==> src/rtl/mcc_pkg.sv <==
// Shared encodings for the multi-cycle MIPS control FSM:
// state codes, opcodes and datapath mux selects.
package mcc_pkg;

    typedef enum logic [3:0] {
        S_RST     = 4'd0,
        S_FETCH   = 4'd1,
        S_DECODE  = 4'd2,
        S_MEM_ADDR = 4'd3,
        S_MEM_RD  = 4'd4,
        S_MEM_WB  = 4'd5,
        S_MEM_WR  = 4'd6,
        S_EXEC    = 4'd7,
        S_ALU_WB  = 4'd8,
        S_BRANCH  = 4'd9,
        S_JUMP    = 4'd10,
        S_ADDI_EX = 4'd11,
        S_ADDI_WB = 4'd12
    } state_t;

    localparam logic [5:0] OP_RTYPE = 6'b000000;
    localparam logic [5:0] OP_LW    = 6'b100011;
    localparam logic [5:0] OP_SW    = 6'b101011;
    localparam logic [5:0] OP_BEQ   = 6'b000100;
    localparam logic [5:0] OP_J     = 6'b000010;
    localparam logic [5:0] OP_ADDI  = 6'b001000;

    localparam logic [1:0] ALU_ADD   = 2'b00;
    localparam logic [1:0] ALU_SUB   = 2'b01;
    localparam logic [1:0] ALU_FUNCT = 2'b10;

    localparam logic [1:0] SRC_B_REG    = 2'b00;
    localparam logic [1:0] SRC_B_FOUR   = 2'b01;
    localparam logic [1:0] SRC_B_IMM    = 2'b10;
    localparam logic [1:0] SRC_B_IMM_SH = 2'b11;

    localparam logic [1:0] PC_SRC_ALU    = 2'b00;
    localparam logic [1:0] PC_SRC_ALUOUT = 2'b01;
    localparam logic [1:0] PC_SRC_JUMP   = 2'b10;

    // States that wait on the memory handshake (FETCH only when running).
    function automatic logic is_mem_wait(state_t s, logic run);
        return ((s == S_FETCH) && run) || (s == S_MEM_RD) || (s == S_MEM_WR);
    endfunction

endpackage

==> src/rtl/mcc_mem_timer.sv <==
// Memory-wait watchdog: counts stalled cycles, flags when the limit is hit.
module mcc_mem_timer #(
    parameter int TIMEOUT_W   = 4,
    parameter int MEM_TIMEOUT = 15
) (
    input  logic clk,
    input  logic reset,
    input  logic clr,
    input  logic en,
    output logic expired
);

    logic [TIMEOUT_W-1:0] cnt;

    always_ff @(posedge clk or negedge reset) begin
        if (!reset) begin
            cnt <= '0;
        end else if (clr) begin
            cnt <= '0;
        end else if (en) begin
            cnt <= cnt + 1'b1;
        end
    end

    assign expired = (cnt == TIMEOUT_W'(MEM_TIMEOUT));

endmodule

==> src/rtl/multicycle_mips_control.sv <==
// Multi-cycle MIPS control FSM with memory-ready watchdog.
// Optional perf counters enabled by MCC_PERF_CNT_EN.
module multicycle_mips_control
    import mcc_pkg::*;
#(
    parameter int MEM_TIMEOUT = 15,
    parameter int TIMEOUT_W   = 4
) (
    input  logic        clk,
    input  logic        reset,
    input  logic        run,
    input  logic [5:0]  opcode,
    input  logic        mem_ready,
    output logic        pc_write,
    output logic        pc_write_cond,
    output logic        i_or_d,
    output logic        mem_read,
    output logic        mem_write,
    output logic        mem_to_reg,
    output logic        ir_write,
    output logic [1:0]  pc_source,
    output logic [1:0]  alu_op,
    output logic        alu_src_a,
    output logic [1:0]  alu_src_b,
    output logic        reg_write,
    output logic        reg_dst,
    output logic        instr_done,
    output logic        illegal_op,
    output logic        mem_timeout,
    output logic [3:0]  state,
    output logic [31:0] cycle_count,
    output logic [31:0] instr_count
);

    state_t cur_state;
    state_t next_state;
    logic   mem_wait;
    logic   expired;
    logic   tmo;
    logic   timer_clr;

    always_ff @(posedge clk or negedge reset) begin
        if (!reset) begin
            cur_state <= S_RST;
        end else begin
            cur_state <= next_state;
        end
    end

    assign mem_wait  = is_mem_wait(cur_state, run);
    assign tmo       = mem_wait && !mem_ready && expired;
    // Restart the count on every state entry and after an abort.
    assign timer_clr = (next_state != cur_state) || !mem_wait || tmo;

    mcc_mem_timer #(
        .TIMEOUT_W   (TIMEOUT_W),
        .MEM_TIMEOUT (MEM_TIMEOUT)
    ) u_timer (
        .clk     (clk),
        .reset   (reset),
        .clr     (timer_clr),
        .en      (mem_wait && !mem_ready),
        .expired (expired)
    );

    always_comb begin
        next_state    = cur_state;
        pc_write      = 1'b0;
        pc_write_cond = 1'b0;
        i_or_d        = 1'b0;
        mem_read      = 1'b0;
        mem_write     = 1'b0;
        mem_to_reg    = 1'b0;
        ir_write      = 1'b0;
        pc_source     = PC_SRC_ALU;
        alu_op        = ALU_ADD;
        alu_src_a     = 1'b0;
        alu_src_b     = SRC_B_REG;
        reg_write     = 1'b0;
        reg_dst       = 1'b0;
        instr_done    = 1'b0;
        illegal_op    = 1'b0;
        mem_timeout   = tmo;

        unique case (cur_state)
            S_RST: begin
                next_state = S_FETCH;
            end
            S_FETCH: begin
                alu_src_b = SRC_B_FOUR;
                mem_read  = run && !tmo;
                ir_write  = run && mem_ready;
                pc_write  = run && mem_ready;
                if (run && mem_ready) begin
                    next_state = S_DECODE;
                end
            end
            S_DECODE: begin
                alu_src_b = SRC_B_IMM_SH;
                unique case (1'b1)
                    (opcode == OP_RTYPE): next_state = S_EXEC;
                    (opcode == OP_LW),
                    (opcode == OP_SW):    next_state = S_MEM_ADDR;
                    (opcode == OP_BEQ):   next_state = S_BRANCH;
                    (opcode == OP_J):     next_state = S_JUMP;
                    (opcode == OP_ADDI):  next_state = S_ADDI_EX;
                    default: begin
                        illegal_op = 1'b1;
                        next_state = S_FETCH;
                    end
                endcase
            end
            S_MEM_ADDR: begin
                alu_src_a  = 1'b1;
                alu_src_b  = SRC_B_IMM;
                next_state = (opcode == OP_LW) ? S_MEM_RD : S_MEM_WR;
            end
            S_MEM_RD: begin
                mem_read = !tmo;
                i_or_d   = 1'b1;
                if (mem_ready) begin
                    next_state = S_MEM_WB;
                end else if (tmo) begin
                    next_state = S_FETCH;
                end
            end
            S_MEM_WB: begin
                mem_to_reg = 1'b1;
                reg_write  = 1'b1;
                instr_done = 1'b1;
                next_state = S_FETCH;
            end
            S_MEM_WR: begin
                mem_write  = !tmo;
                i_or_d     = 1'b1;
                instr_done = mem_ready;
                if (mem_ready || tmo) begin
                    next_state = S_FETCH;
                end
            end
            S_EXEC: begin
                alu_src_a  = 1'b1;
                alu_op     = ALU_FUNCT;
                next_state = S_ALU_WB;
            end
            S_ALU_WB: begin
                reg_dst    = 1'b1;
                reg_write  = 1'b1;
                instr_done = 1'b1;
                next_state = S_FETCH;
            end
            S_BRANCH: begin
                alu_src_a     = 1'b1;
                alu_op        = ALU_SUB;
                pc_write_cond = 1'b1;
                pc_source     = PC_SRC_ALUOUT;
                instr_done    = 1'b1;
                next_state    = S_FETCH;
            end
            S_JUMP: begin
                pc_write   = 1'b1;
                pc_source  = PC_SRC_JUMP;
                instr_done = 1'b1;
                next_state = S_FETCH;
            end
            S_ADDI_EX: begin
                alu_src_a  = 1'b1;
                alu_src_b  = SRC_B_IMM;
                next_state = S_ADDI_WB;
            end
            S_ADDI_WB: begin
                reg_write  = 1'b1;
                instr_done = 1'b1;
                next_state = S_FETCH;
            end
            default: begin
                next_state = S_RST;
            end
        endcase
    end

    assign state = cur_state;

`ifdef MCC_PERF_CNT_EN
    always_ff @(posedge clk or negedge reset) begin
        if (!reset) begin
            cycle_count <= '0;
            instr_count <= '0;
        end else begin
            cycle_count <= cycle_count + 32'd1;
            if (instr_done) begin
                instr_count <= instr_count + 32'd1;
            end
        end
    end
`else
    assign cycle_count = '0;
    assign instr_count = '0;
`endif

endmodule

==> config.mk <==
export PLATFORM = sky130hd
export DESIGN_NAME = multicycle_mips_control
export DESIGN_NICKNAME = d
export VERILOG_FILES = /design/src/rtl/mcc_pkg.sv /design/src/rtl/mcc_mem_timer.sv /design/src/rtl/multicycle_mips_control.sv
export SDC_FILE = /design/constraint.sdc
export NUM_CORES = 1
export LEC_CHECK = 0
export BUFFER_PORTS_ARGS = -buffer_cell sky130_fd_sc_hd__buf_2
export CORE_MARGIN = 3
export CORE_UTILIZATION = 40
export DETAILED_ROUTE_END_ITERATION = 10
export GPL_TIMING_DRIVEN = 0
export HOLD_SLACK_MARGIN = 0.05
export PLACE_DENSITY_LB_ADDON = 0.08
export SLEW_MARGIN = 10
export SYNTH_ARGS = -nofsm -noshare
export SYNTH_HDL_FRONTEND = slang
export SYNTH_HIERARCHICAL = 1
export SYNTH_SLANG_ARGS = --single-unit
==> constraint.sdc <==
create_clock -name clk -period 5.8 [get_ports clk]
set_input_delay 0.58 -clock clk [delete_from_list [all_inputs] [get_ports clk]]
set_output_delay 0.58 -clock clk [all_outputs]
set_load 0.02 [all_outputs]
==> results of run 1 <==
==> per-layer routing <==
metal | part of all wire [%] | up-vias | routed length, um
met3 | 9.2 | 4 | 257
met5 | 0 | - | 0
met1 | 44 | 472 | 1230
li1 | - | 640 | -
met4 | 1.1 | 0 | 31
met2 | 46 | 65 | 1290
==> final timing paths <==
| kind | depth (start not counted) | to | slack [ps] | startpoint |
|---|---|---|---|---|
| worst max-delay path | 5 | mem_write | 3460 | u_timer/cnt[0]$_DFFE_PN0P_ |
| worst min-delay path | 1 | u_timer/cnt[3]$_DFFE_PN0P_ | 160 | reset |
| worst max register to register | 6 | u_timer/cnt[3]$_DFFE_PN0P_ | 3670 | state[3]$_DFF_PN0_ |
| worst min register to register | 2 | u_timer/cnt[1]$_DFFE_PN0P_ | 570 | u_timer/cnt[1]$_DFFE_PN0P_ |
| max in group asynchronous | 1 | state[1]$_DFF_PN0_ | 5470 | reset |
| min in group clk | 2 | u_timer/cnt[1]$_DFFE_PN0P_ | 570 | u_timer/cnt[1]$_DFFE_PN0P_ |
==> flip-flops by register name, summed over array words and instances (netlist names) <==
register,flops
state,4
u_timer/cnt,4
==> cells in the mapped netlist, drive strengths merged, types with 2 or more instances <==
library cell | number | share of area, %
nor3 | 6 | 2.3
a21oi | 7 | 2.7
mux2i | 2 | 1.5
dfrtp | 8 | 15
nand2b | 6 | 2.9
o21ai | 4 | 1.5
nand3 | 2 | 0.77
buf | 70 | 40
o211a | 2 | 1.5
nand2 | 4 | 1.2
and3 | 4 | 1.9
a21o | 2 | 1.2
nor4 | 2 | 1.5
nor3b | 3 | 2.1
nand3b | 2 | 1.2
o211ai | 2 | 1.2
nor2 | 14 | 4.1
nor2b | 5 | 2.4
or2 | 2 | 0.97
==> critical path, stage by stage, from the launching register on <==
cell and delay [ps]:
dfrtp_1 400, ha_1 230, and3_1 180, nor2b_1 180
nor3_1 300, buf_2 230
==> layout make-up <==
type | instances | share of cell area (%)
buffer | 71 | 29.7
clock buffer | 3 | 1.27
multi-input combinational | 151 | 45.5
sequential | 8 | 11.3
tap | 44 | 3.12
timing repair buffer | 32 | 9.07
==> metrics by stage <==
step	hold slack [ps]	cells	power, mW	instance area (sq um)
2_1_floorplan	284	230	0.409	1530
3_3_place_gp	433	306	0.509	1740
5_1_grt	159	309	0.595	1770
3_5_place_dp	432	306	0.509	1740
6_report	158	309	0.552	1770
4_1_cts	151	309	0.554	1770
==> cell families after synthesis <==
group	count (synthesis)	synth area share (%)
compound gates	26	13.6
xor+xnor	2	1.36
fa+ha+maj	2	1.74
buf+inv	71	40.7
flops	8	15.5
mux	3	2.71
other cells	1	0.290
simple gates	54	24.2
==> power by group <==
group	internal, mW	switching (mW)	total [mW]	leakage, nW
Sequential	0.0690	0.0228	0.0918	0.106
Clock	0.0236	0.0184	0.0421	0.0138
Combinational	0.162	0.256	0.418	0.972
==> metrics.cfg, run 1 <==
[critical_path]
cp_data_arrival_time_ps = 1760
end_kind = primary output
critical_path_class = flip-flop to primary output
cp.required_ps = 5220
timing.critical_path.from_type = flip-flop
path_max_fanout = 4

[clock_network]
htree_levels = 1
cts_buffers = 3
root_buffer = clkbuf_4
cts_buffer_depth = 2
clkLatencyLatePin_ps = 250
cts_resized = 0
clkTransAtPathRegs_ps = 50
postCtsHoldBufs = 0
post_cts_buffers = 0
cts.sinks = 8
cts_tree = done

[yosys]
netlist_instances = 167
ys_seq_area_share_pct = 15.5
ys_warn_count = 6
synthFlopType = dfrtp_1
synth_area_sq_um = 1290
ys_types = 44
synthArstFlopShare_pct = 100
synth_edf_count = 0
ys_ff_latch = 8
synth_area_per_cell_sq_um = 7.74

[pwr]
peakVddDrop_v = 0.000158
p_per_area_nw_per_um2 = 312
leakage_nw = 1.09

[floorplan]
dieArea_sq_um = 3950
fp.dieW_um = 62.8
rows = 20
initial_utilization_pct = 42.0
io_pins = 97
fp.dieH_um = 62.8
fp.coreArea_sq_um = 3080

[grt]
first_global_vias = 961
use_met1_pct = 16.9
grt_pass1_wl_mm = 4.33
grt_max_degree = 11
antenna_found_initial = 0
grt_use_met2_pct = 21.4
use_met3_pct = 2.34
busiest_layer = met2
grt_overflow_total = 0
grt_usage_pct = 13.1

[finish]
utilization_pct = 57.4
drive_gt1_share_pct = 41.1
regArea_sq_um = 200
nets = 278
final_cell_mix = buf_4, conb_1, buf_2
layout_commonest_cell = buf_4
area_growth_pct = 36.7
multi_input_area_sq_um = 803
fill_cells = 325
antenna-diode-count = 0

[detailed_routing]
via_count = 1181
avgRoutedWirePerCell_um = 9.06
vias_per_cell = 3.82
drt-pass1-iter-count = 4
wl_mm = 2.80
drt_iter0_drc = 29
drc_errors = 0
antenna_left = 0

[sta]
fmax_mhz = 426
period_minus_slack_ps = 2340
setup_viol = 0
fin_skew_ps = 3.27
rsz0062_at_grt = no
fin_ws_ps = 3460
fin_crit_sh_pct = 40.4
hold_viol_final = 0
drv_slew = 0
final.setup.tns_ps = 0

[placed_design]
dpl.hpwl_mm = 2.38
gp_congestion = 0.794
io_buffers = 32
pre_cts_ws_ps = 3580

[hold_path]
hold_path_class = input port to async pin

[job]
drv_cap = 0

[run_status]
status = completed

Power figures use the tool's default switching activity.
==> inputs of run 2 (changes only) <==
==> constraint.sdc (replaced) <==
create_clock -name clk -period 2.35 [get_ports clk]
set_input_delay 0.235 -clock clk [delete_from_list [all_inputs] [get_ports clk]]
set_output_delay 0.235 -clock clk [all_outputs]
set_load 0.02 [all_outputs]
==> metrics.cfg, run 2 (same netlist as run 1, synthesis figures left out) <==
[finish]
drive_gt1_share_pct = 41.0  ; -0.15 points
fill_cells = 324  ; -0.31%
utilization_pct = 57.7  ; +0.33 points
layout_commonest_cell = buf_4
nets = 279  ; +0.36%
area_growth_pct = 37.5
final_cell_mix = buf_4, conb_1, buf_2
antenna-diode-count = 0  ; unchanged
fin_cells = 310  ; +0.32%

[grt]
grt_max_degree = 11  ; unchanged
first_global_vias = 967  ; +0.62%
grt_usage_pct = 13.1  ; +0.038 points
antenna_found_initial = 0  ; unchanged
grt_pass1_wl_mm = 4.34  ; +0.32%
grt_overflow_total = 0  ; unchanged

[critical_path]
path_max_fanout = 9  ; +5
path_depth = 6  ; +1
cp.required_ps = 2490  ; -2730 ps
cpMaxStageDelayCell = dfrtp_1
reg2reg_depth = 6  ; unchanged
end_kind = flip-flop
critPathMaxStageDelay_ps = 470  ; +70 ps
crit_path_cell_trace = or2_1 -> a311oi_1 -> a21o_1 -> mux2i_1 -> nor2_1 -> mux2_4
critPathTopFamily = multiplexers
critPathBufInv = 0  ; -1
timing.critical_path.from_type = flip-flop
cp_data_arrival_time_ps = 2270  ; +510 ps
critical_path_class = flip-flop to flip-flop

[detailed_routing]
wl_mm = 2.80  ; about the same
vias_per_cell = 3.82  ; about the same
drc_errors = 0  ; unchanged
avgRoutedWirePerCell_um = 9.04  ; -0.25%
drt_iter0_drc = 29  ; unchanged
drt-pass1-iter-count = 4  ; unchanged
via_count = 1185  ; +0.34%
antenna_left = 0  ; unchanged

[floorplan]
io_pins = 97  ; unchanged
rows = 20  ; unchanged
dieArea_sq_um = 3950  ; unchanged
initial_utilization_pct = 42.0  ; unchanged
fp.dieW_um = 62.8  ; unchanged
fp.coreArea_sq_um = 3080  ; unchanged
fp.dieH_um = 62.8  ; unchanged

[pwr]
swShare_pct = 53.9  ; about the same
p_per_area_nw_per_um2 = 768  ; +150%
p_int_mw = 0.629  ; +150%
peakVddDrop_v = 0.000391  ; +150%
comb_power_share_pct = 75.8  ; about the same
power.total_mw = 1.36  ; +150%
power_switching_mw = 0.735  ; +150%
seq_power_share_pct = 16.6  ; about the same
leakage_nw = 1.10  ; +0.38%
clock_power_share_pct = 7.6  ; about the same

[job]
drv_cap = 0  ; unchanged

[placed_design]
gp_congestion = 0.794  ; unchanged
dp.cells = 306  ; unchanged
io_buffers = 32  ; unchanged
dpl.hpwl_mm = 2.38  ; unchanged

[sta]
fin_hold_ws_ps = 344  ; +186 ps
hold_viol_final = 0  ; unchanged
fin_skew_ps = 3.25  ; -0.0152 ps
final.setup.tns_ps = 0  ; unchanged
fin_crit_sh_pct = 90.7
period_minus_slack_ps = 2130
fmax_mhz = 469
rsz0062_at_grt = no
drv_slew = 0  ; unchanged
setup_viol = 0  ; unchanged

[clock_network]
cts_resized = 0  ; unchanged
cts_buffers = 3  ; unchanged
htree_levels = 1  ; unchanged
cts.sinks = 8  ; unchanged
cts_buffer_depth = 2  ; unchanged
clkTransAtPathRegs_ps = 50  ; about the same
clkLatencyLatePin_ps = 250  ; about the same
cts_tree = done
root_buffer = clkbuf_4

[run_status]
status = completed

[hold_path]
hold_path_class = input port to async pin

==> run 2: changes by cell type in the layout (fill, tap and decap cells not counted), sizes merged <==
cell,previous run,this run
dlygate4sd3,0,1
==> run 2: worst paths after layout <==
check	start	to	slack [ps]
max in group asynchronous	reset	state[1]$_DFF_PN0_	1840
max	state[3]$_DFF_PN0_	u_timer/cnt[3]$_DFFE_PN0P_	220
min in group clk	opcode[4]	state[1]$_DFF_PN0_	360
min reg2reg	u_timer/cnt[1]$_DFFE_PN0P_	u_timer/cnt[1]$_DFFE_PN0P_	570
min	reset	u_timer/cnt[3]$_DFFE_PN0P_	340
max reg2reg	state[3]$_DFF_PN0_	u_timer/cnt[3]$_DFFE_PN0P_	220
==> run 2: final cells by class <==
cell class	instances	area, sq um	area share, %
Clock buffer	3	22.5	1.27
Tap cell	44	55.1	3.10
Timing Repair Buffer	33	170	9.58
Multi-Input combinational cell	151	803	45.2
Buffer	71	526	29.6
Sequential cell	8	200	11.3
==> run 2: worst register-to-register path, cell delays in order (launching register included) <==
cell and delay [ps]:
dfrtp_1 470, or2_1 310, a311oi_1 290, a21o_1 170, mux2i_1 420, nor2_1 90, mux2_4 270
==> run 2: repair_timing <==
action,in CTS,in global routing
endpoints found under the hold margin,8,0
buffers inserted,0,0
hold buffers,1,0
==> run 2: metal layers <==
metal / track usage, % / part of all wire, %
met2: 21.6 / 46
met4: 5.23 / 1.1
met3: 2.34 / 9.1
met1: 16.9 / 44
met5: 0 / 0
==> run 2: per-stage QoR <==
step | cell area (sq um) | setup WS (ps)
finish | 1780 | 219
global route | 1780 | 110
CTS | 1780 | 270
detailed placement | 1740 | 270
global placement | 1740 | 234
floorplan | 1530 | 151
==> run 2: power by group through the flow <==
stage	Clock, mW	Sequential (mW)	Combinational (mW)
finish	0.104	0.227	1.03
detailed placement	0	0.228	1.03
global route	0.115	0.236	1.12
global placement	0	0.230	1.03
CTS	0.110	0.227	1.03
floorplan	0	0.250	0.759
